### config.mk
export PLATFORM = sky130hd
export DESIGN_NAME = sample_packer
export DESIGN_NICKNAME = d
export VERILOG_FILES = /design/src/rtl/sample_packer.sv
export SDC_FILE = /design/constraint.sdc
export NUM_CORES = 1
export LEC_CHECK = 0
export ABC_AREA = 1
export CORE_MARGIN = 2
export CORE_UTILIZATION = 50
export CTS_BUF_LIST = sky130_fd_sc_hd__clkbuf_4
export CTS_CLUSTER_DIAMETER = 100
export DETAILED_ROUTE_END_ITERATION = 12
export PLACE_DENSITY = 0.87
export SETUP_SLACK_MARGIN = 0.2
export SYNTH_ARGS = -nofsm -noshare
export SYNTH_HDL_FRONTEND = slang
export SYNTH_SLANG_ARGS = --single-unit
### constraint.sdc
create_clock -name clock -period 1.9 [get_ports clock]
set_input_delay 0.285 -clock clock [delete_from_list [all_inputs] [get_ports clock]]
set_output_delay 0.285 -clock clock [all_outputs]
set_load 0.005 [all_outputs]
### src/rtl/sample_packer.sv
// sample_packer: packs narrow valid/ready samples into wide words with an output holding register and flush
module sample_packer #(
  parameter int IN_W = 2,
  parameter int OUT_W = 16,
  parameter bit MSB_FIRST = 1,
  localparam int N = OUT_W / IN_W,
  localparam int CW = $clog2(N + 1)
) (
  input  logic            clock,
  input  logic            reset,
  input  logic            in_valid,
  input  logic [IN_W-1:0] in_data,
  output logic            in_ready,
  input  logic            flush,
  output logic            out_valid,
  output logic [OUT_W-1:0] out_data,
  output logic [CW-1:0]   out_samples,
  input  logic            out_ready
);
  localparam int KW = N > 1 ? $clog2(N) : 1;
  if (OUT_W % IN_W != 0) begin : g_bad_width
    $error("sample_packer: OUT_W must be a multiple of IN_W");
  end
  logic [KW-1:0] cnt, cnt_nxt, sidx;
  logic [OUT_W-1:0] acc, merged, acc_nxt, data_nxt;
  logic [CW-1:0] eff, samples_nxt;
  logic flush_pend, pend_nxt, valid_nxt, out_free, accept, last, flush_go, load;
  // handshake, slot merge and next-state: a word loads on completion or on an effective flush with a free output
  always_comb begin
    out_free = !out_valid || out_ready;
    in_ready = !flush_pend && (cnt != KW'(N - 1) || out_free);
    accept = in_valid && in_ready;
    last = accept && cnt == KW'(N - 1);
    sidx = MSB_FIRST ? KW'(N - 1) - cnt : cnt;
    merged = acc;
    for (int j = 0; j < N; j++)
      if (accept && sidx == KW'(j)) merged[j*IN_W +: IN_W] = in_data;
    eff = CW'(cnt) + CW'(accept);
    flush_go = (flush || flush_pend) && !last && eff != '0;
    load = last || (flush_go && out_free);
    cnt_nxt = load ? '0 : cnt + KW'(accept);
    acc_nxt = load ? '0 : merged;
    pend_nxt = flush_go && !out_free;
    valid_nxt = load || (out_valid && !out_ready);
    data_nxt = load ? merged : out_data;
    samples_nxt = load ? eff : out_samples;
  end
  // state registers; reset discards any partial or held word
  always_ff @(posedge clock or posedge reset)
    if (reset) begin
      cnt <= '0;
      acc <= '0;
      flush_pend <= 1'b0;
      out_valid <= 1'b0;
      out_data <= '0;
      out_samples <= '0;
    end else begin
      cnt <= cnt_nxt;
      acc <= acc_nxt;
      flush_pend <= pend_nxt;
      out_valid <= valid_nxt;
      out_data <= data_nxt;
      out_samples <= samples_nxt;
    end
endmodule

After elaboration in Yosys (flattened, before gate mapping)
Index checks and enable logic that the tools add are counted.
Storage, ports and cells
  input bits: 7
  word-level logic and storage cells: 56
  register bits: 41
  output and inout bits: 22
Operators by class
  equal/unequal tests: 9
  mux-type cells: 10
  add/subtract/negate cells: 3
  reduce and logical (&&, ||, !) cells: 28
Operators with widths (number)
  1-bit logical AND: 16
  16-bit 2-to-1 mux: 1
  2-bit 2-to-1 mux: 8
  3-bit == test, second input constant: 5
  3-bit by 2-bit == test with 1-bit output, second input constant: 2
  1-bit logical NOT: 5
  1-bit logical OR: 5
  3-bit by 1-bit adder with 4-bit output: 1
  4-bit nonzero test: 1
  3-bit by 1-bit adder with 3-bit output: 1
  3-bit by 1-bit == test with 1-bit output, second input constant: 1
  3-bit logical NOT: 1
  3-bit 2-to-1 mux: 1
  3-bit != test, second input constant: 1
  3-bit subtractor, first input constant: 1

Logic depth before layout (Yosys ltp)
Gate-level depths: netlist of run 1.
  word-level depth: 12
  depth in mapped cells: 16

Worst setup path before layout of run 1
OpenSTA, ideal clock, no wires.
  kind: register to register
  from: register out_valid
  to: register out_samples[0]
  cell stages (with the launch flop): 14
  slack: -0.158 ns
  path buffers: 2
  period minus slack after synthesis: 2.058 ns
  arrival: 1.942 ns
  cells stage by stage: dfrtp_1 -> nand2_1 -> nor2_1 -> nor3b_1 -> ha_1 -> ha_1 -> nor2_1 -> nand3_2 -> nand3_1 -> nand2_2 -> buf_6 -> buf_8 -> nand2_1 -> nand2_1
RTL lines
  start, declared: RTL line 15  | output logic out_valid,
  start signal, assigned: RTL line 61  | out_valid <= valid_nxt;
  1-bit logical NOT: RTL line 30  | out_free = !out_valid || out_ready;
  1-bit logical OR: RTL line 30
  1-bit logical OR: RTL line 31  | in_ready = !flush_pend && (cnt != KW'(N - 1) || out_free);
  1-bit logical AND: RTL line 31
  1-bit logical AND: RTL line 32  | accept = in_valid && in_ready;
  3-bit by 1-bit adder with 4-bit output: RTL line 38  | eff = CW'(cnt) + CW'(accept);
  via eff[1]: RTL line 26  | logic [CW-1:0] eff, samples_nxt;
  4-bit nonzero test: RTL line 39  | flush_go = (flush || flush_pend) && !last && eff != '0;
  1-bit logical AND: RTL line 39
  1-bit logical AND: RTL line 40  | load = last || (flush_go && out_free);
  1-bit logical OR: RTL line 40
  end signal, assigned: RTL line 63  | out_samples <= samples_nxt;
  end, declared: RTL line 17  | output logic [CW-1:0] out_samples,
The timed path passes the listed nets, and every way through them passes these cells.
A chain may end at the register's enable or synchronous reset.

Final worst setup path of run 1
  from: input out_ready
  to: register acc[13]
Between the ends
  word-level cells in the longest chain between the ends: 11
RTL lines
  start, declared: RTL line 18  | input logic out_ready
  1-bit logical OR *: RTL line 30
  branches (longest 9 deep; another with 3-bit by 1-bit adder with 4-bit output)
  16-bit 2-to-1 mux *: RTL line 42  | acc_nxt = load ? '0 : merged;
  via acc_nxt[13]: RTL line 25  | logic [OUT_W-1:0] acc, merged, acc_nxt, data_nxt;
  end signal, assigned: RTL line 59  | acc <= acc_nxt;
  end, declared: RTL line 25
Mark *: on every way through the listed nets, which the timed path passes.

==> results.cfg, run 1 <==
[status]
status = complete, but fails checks
violations = negative setup slack

[grt]
grt_max_degree = 28
grt_first_pass_wirelength_microns = 6320
grtUsageTotal = 0.202
grt.overflow.total = 0
first_global_vias = 1416
antenna_violations_before_repair = 0

[power]
sequentialPowerShare = 0.359
power.density_mw_per_mm2 = 1430
p_leak_uw = 0.00126
clock_power_share = 0.117
power.share.switching = 0.377
max-vdd-ir-drop_v = 0.000835
power_switching_uw = 1360
cellInternalPower_uw = 2250
comb_power_share = 0.524

[sta]
max_clock_freq_mhz = 508
final_min_period_over_clock_period = 1.04
slew_viol_final = 0
hold_viol_final = 0
clock-skew-final_ps = 13.6
slew-limit-headroom = 0.778
post-route-min-period_ps = 1970
tightest_slew_ps = 333
total_setup_violations_reported_at_the_end_of_the_flow = 30
unrepaired_setup_endpoints_after_global_routing = yes
timing.final.ws_setup_ps = -68.7

[worst_hold_path]
hold_path_class = in2async

[floorplan]
die_height_microns = 65.1
num_io_pins = 29
floorplan.initialDensity = 0.513
die_width_microns = 65.1
die_area_sq_mm = 0.00423
floorplan.core_area_sq_mm = 0.00363
core.rowCount = 22

[clocking]
holdBufCountCts = 0
post-cts-setup-buffer-count = 0
clock_latency_late_sink_ps = 350
cts_made_buffers = 5
clkSlewWorstSetupHoldPaths_ps = 120
cts_max_level = 2
cts_root_buf = clkbuf_4
clock_sink_count = 41
clock_tree_from_tritoncts = yes
clock_tree.buffer_depth = 2

[worst_setup_path]
worst-path-max-fanout = 10
crit_required_ps = 2160
worst-setup-path-type = in2reg
worst_ep_arrival_time_ps = 2230
worst_setup_path_start_kind = input port
timing.reg2reg.setup_slack_ps = -40
critical_path_endpoint_category = register

[yosys]
yosys.cell_types.count = 24
synthesis.area_sq_mm = 0.00186
synth.ff_latch_count = 41
yosysSeqAreaShare = 0.550
avg_cell_area_syn_sq_um = 8.40
syn-num-nets = 231
synthCells = 222
synth.yosys.warnings = 0

[routing]
initialDrtViolationCount = 115
vias = 1544
viasPerCell = 4.84
detail_route.wl_per_cell_microns = 12.1
totalWireLength_microns = 3860
detailedRoute.firstPassIterationCount = 4
drtAntennaViolNets = 0
drc_errors = 0

[cells_and_area]
seqCellArea_sq_mm = 0.00103
fillers = 290
multiInputGateArea_sq_um = 831
postLayoutCellArea_sq_mm = 0.00253
antenna-diode-count = 0
final_nets = 279
areaGrowthSynthToFinish_pct = 35.5
drive_gt1_frac = 0.229
finish.cell_count_without_fillers = 319

[place]
port-buffer-count = 28
post-place-cells = 310
detailed_place_hpwl_microns = 2680
dpl_cell_area_sq_mm = 0.00237
gp_congestion = 0.851

[run]
cap_viol_max_count = 0
state kept, by name, summed over array words and instances, names as in the netlist:
| register | cells |
|---|---|
| out_samples | 4 |
| cnt | 3 |
| acc | 16 |
| out_valid | 1 |
| flush_pend | 1 |
| out_data | 16 |
synthesized netlist by cell type:
master	instances	area share
a21oi_1	8	0.021
a31oi_1	1	0.0034
and2_1	9	0.030
buf_1	1	0.0020
buf_2	3	0.0081
buf_4	1	0.0040
buf_6	1	0.0060
buf_8	1	0.0081
dfrtp_1	41	0.55
ha_1	2	0.013
inv_1	18	0.036
inv_2	2	0.0040
nand2_1	75	0.15
nand2_2	4	0.013
nand3_1	11	0.030
nand3_2	1	0.0054
nand4_1	9	0.030
nand4_2	1	0.0067
nor2_1	27	0.054
nor2_2	1	0.0034
nor2_4	1	0.0060
nor3b_1	1	0.0040
o21ai_0	2	0.0054
or2_1	1	0.0034
repair_timing:
| action | 4_1_cts | 5_1_grt |
|---|---|---|
| resized for setup | 22 | 1 |
| pin swaps | 4 | 2 |
| setup endpoints to repair | 41 | 42 |
| cloned | 0 | 1 |
area by class of cell:
cell class | count | share of cell area
inverters | 20 | 0.0307
multi-input cells | 154 | 0.329
well taps | 48 | 0.0238
repair buffers | 48 | 0.188
flip-flops and latches | 41 | 0.407
clock buffers | 6 | 0.0178
clock inverters | 2 | 0.00396
power groups by stage:
stage	clock, uW	sequential (uW)	combinational (uW)
after global placement	0	1300	1610
after global routing	481	1330	2100
after CTS	446	1300	1820
after detailed placement	0	1310	1650
final	423	1300	1890
after floorplan	0	1330	980
cells in the final DEF (no fill, tap or decap), types with 6 or more instances in the layout:
cell type        netlist  final
nor2_4                 1      7
a21oi_1                8      8
clkbuf_4               0      6
nand2_1               75     68
clkdlybuf4s50_1        0     27
buf_4                  1     16
nand2_2                4      9
nand4_1                9      9
inv_1                 18     17
nor2_1                27     21
and2_1                 9      8
nand3_1               11      6
nand3_2                1      6
dfrtp_1               41     40
per-layer routing:
metal  wire length, microns  up-vias  share of wire  track usage
met4                     74        0          0.019       0.0964
met1                   1750      717           0.45        0.247
met5                      0        -              0            0
met3                    147        6          0.038       0.0486
li1                       -      788              -            -
met2                   1890       33           0.49        0.335
worst max-delay path, cell delays in order:
cell and delay (ps):
clkdlybuf4s50_1 460, inv_1 60, nand2_4 80, nor2_4 40
nor3b_2 150, ha_2 220, ha_4 130, inv_2 30
nand2_2 70, nand2_2 60, nand3_2 80, nand3_2 100
nand2_4 110, inv_4 60, clkbuf_16 160, and2_1 130
final timing paths:
path,start,endpoint,cells after the start
worst min register to register,out_data[3],out_data[3],2
min in group clock,out_data[3],out_data[3],2
worst max register to register,cnt[1],acc[13],14
max in group asynchronous,reset,out_data[4],3
worst max-delay path,out_ready,acc[13],16
worst min-delay path,reset,out_data[8],3
kinds of logic (layout without fill, tap and decap cells):
family	count (synthesis)	in the layout	share of synthesized area
AND/OR/NAND/NOR	141	141	0.338
buffers and inverters	27	76	0.0684
flip-flops	41	41	0.550
AO/OA/AOI/OAI	11	11	0.0302
adder cells (fa/ha/maj)	2	2	0.0134
through the flow:
step                      hold WS (ps)  setup WS, ps  utilization  setup TNS, ps  total power (uW)
after global placement             454          -364        0.652         -13180              2910
after detailed placement           459          -452        0.652         -16090              2960
after CTS                          213         -35.1        0.687           -354              3560
after floorplan                    465         -25.3            -          -25.3              2310
after global routing               266          -147        0.695          -4400              3910
final                              227         -68.7        0.695           -956              3610
Power figures use the tool's default switching activity.
==> run 2, diff against run 1 <==
--- a/config.mk
+++ b/config.mk
@@ -6,6 +6,7 @@
 export NUM_CORES = 1
 export LEC_CHECK = 0
 export ABC_AREA = 1
+export CORE_ASPECT_RATIO = 0.6
 export CORE_MARGIN = 2
 export CORE_UTILIZATION = 50
 export CTS_BUF_LIST = sky130_fd_sc_hd__clkbuf_4
==> run 2 against run 1 <==
  * The run still ends with negative setup slack left
  * Design area grew 1.6%
  * Final cell count rose by 2.2%
  * Flip-flop and latch count is the same
  * Total power is 3.9% higher
  * Via count grew 6.0%
  * Global-route usage grew 1.6 points
  * Clock power decreased by 4%
  * Die area up 0.39%
  * Critical endpoint is now acc[14]
  * Largest cell class unchanged
==> results.cfg, run 2 (synthesis results as in run 1) <==
[status]
status = complete, but fails checks
violations = negative setup slack

[cells_and_area]
antenna-diode-count = 0
multiInputGateArea_sq_um = 806
mostFrequentLayoutCell = nand2_1
finish.cell_count_without_fillers = 326
final_cell_mix = nand2_1, dfrtp_1, clkdlybuf4s50_1, nor2_1, buf_4
final_nets = 287
drive_gt1_frac = 0.254
reg_top3 = acc: 16 flops, out_data: 16 flops, out_samples: 4 flops
fillers = 285
seqCellArea_sq_mm = 0.00103
areaGrowthSynthToFinish_pct = 37.7

[place]
detailed_place_hpwl_microns = 2980
post-place-cells = 312
port-buffer-count = 28
gp_congestion = 0.860

[power]
p_leak_uw = 0.00130
power.density_mw_per_mm2 = 1460
clock_power_share = 0.108
power_switching_uw = 1400
max-vdd-ir-drop_v = 0.000821
cellInternalPower_uw = 2360
power.share.switching = 0.372
sequentialPowerShare = 0.347
comb_power_share = 0.545

[floorplan]
floorplan.core_area_sq_mm = 0.00362
core.rowCount = 17
floorplan.initialDensity = 0.516
num_io_pins = 29
die_height_microns = 51.3
die_area_sq_mm = 0.00425
die_width_microns = 82.8

[clocking]
clock_sink_count = 41
cts_made_buffers = 5
cts_max_level = 2
clkSlewWorstSetupHoldPaths_ps = 110
cts_root_buf = clkbuf_4
clock_tree.buffer_depth = 2
clock_latency_late_sink_ps = 340
clock_tree_from_tritoncts = yes

[worst_hold_path]
hold_path_class = in2async

[worst_setup_path]
worst-setup-path-type = reg2reg
setup.worst_path.start = cnt[1]
worst_ep_arrival_time_ps = 2210
critical_path.reg2reg.startpoint = cnt[1]
worst_setup_path_start_kind = register
worst-path-max-fanout = 5
critical_path_endpoint_category = register
rr_worst_depth = 14
crit_required_ps = 2150

[sta]
worst_hold_slack_ps = 297
total_setup_violations_reported_at_the_end_of_the_flow = 29
hold_viol_final = 0
slew-limit-headroom = 0.786
tightest_slew_ps = 319
timing.final.ws_setup_ps = -63.3
max_clock_freq_mhz = 509
clock-skew-final_ps = 3.77
slew_viol_final = 0
post-route-min-period_ps = 1960
unrepaired_setup_endpoints_after_global_routing = yes
final_min_period_over_clock_period = 1.03

[grt]
grt_max_degree = 42
grtUsageTotal = 0.218
first_global_vias = 1612
grt_first_pass_wirelength_microns = 7250
antenna_violations_before_repair = 0
grt.overflow.total = 0

[routing]
detailedRoute.firstPassIterationCount = 4
initialDrtViolationCount = 119
totalWireLength_microns = 4240
drc_errors = 0
vias = 1636
detail_route.wl_per_cell_microns = 13.0
drtAntennaViolNets = 0
viasPerCell = 5.02

[run]
cap_viol_max_count = 0
-- run 2: cell types whose count changed in the layout (fill, tap and decap cells not counted), sizes merged --
| cell | before | now |
|---|---|---|
| buf | 19 | 27 |
| clkdlybuf4s50 | 27 | 26 |
| clkinv | 2 | 3 |
-- run 2: path summary, 6_finish.rpt --
kind                       slack (ps)        endpoint
max                               -60         acc[14]
min                               300     out_data[9]
max reg2reg                       -60         acc[14]
min reg2reg                       480  out_samples[3]
max in group asynchronous        1400          cnt[1]
min in group clock                480  out_samples[3]
-- run 2: layout make-up --
class,count,share of cell area
sequential,41,0.400
multi-input combinational,154,0.314
timing repair buffer,56,0.212
inverter,20,0.0312
tap,47,0.0229
clock buffer,5,0.0146
clock inverter,3,0.00487
-- run 2: power by group through the flow --
stage	clock [uW]	sequential [uW]	combinational [uW]
after CTS	418	1300	1880
after global routing	473	1340	2260
after floorplan	0	1330	980
final	406	1300	2050
after global placement	0	1310	1640
after detailed placement	0	1320	1690
-- run 2: repair_timing --
action	in CTS	in global routing
hold buffers	0	0
gates cloned	0	2
pin swaps	4	5
gates resized for setup	20	8
buffers inserted	3	1
endpoints found under the setup margin	42	42
-- run 2: routing by layer --
| metal | wire length (microns) | up-vias | part of all wire | global-route usage |
|---|---|---|---|---|
| li1 | - | 811 | - | - |
| met3 | 283 | 4 | 0.067 | 0.0662 |
| met4 | 10 | 0 | 0.0024 | 0.0738 |
| met5 | 0 | - | 0 | 0 |
| met2 | 2040 | 46 | 0.48 | 0.351 |
| met1 | 1900 | 775 | 0.45 | 0.285 |
-- run 2: stage by stage --
stage          utilization  TNS [ps]  total power, uW  cell area [sq um]  setup slack (ps)
6_report             0.710      -840             3750               2570             -63.3
5_1_grt              0.710     -5380             4070               2570              -175
4_1_cts              0.694      -596             3600               2510             -52.5
3_5_place_dp         0.661    -16300             3010               2390              -451
3_3_place_gp         0.661    -13390             2940               2390              -378
2_1_floorplan            -     -25.3             2310               1930             -25.3
-- run 2: critical path, stage by stage (launching register included) --
cell and delay (ps):
dfrtp_2 420, nand3_2 90, nor2_4 40, nor3b_2 160, ha_2 230, ha_4 140
inv_2 30, nand2_2 70, nand2_2 70, nand3_2 70, nand3_2 80, nand2_4 120
inv_6 60, clkbuf_16 150, and2_1 130
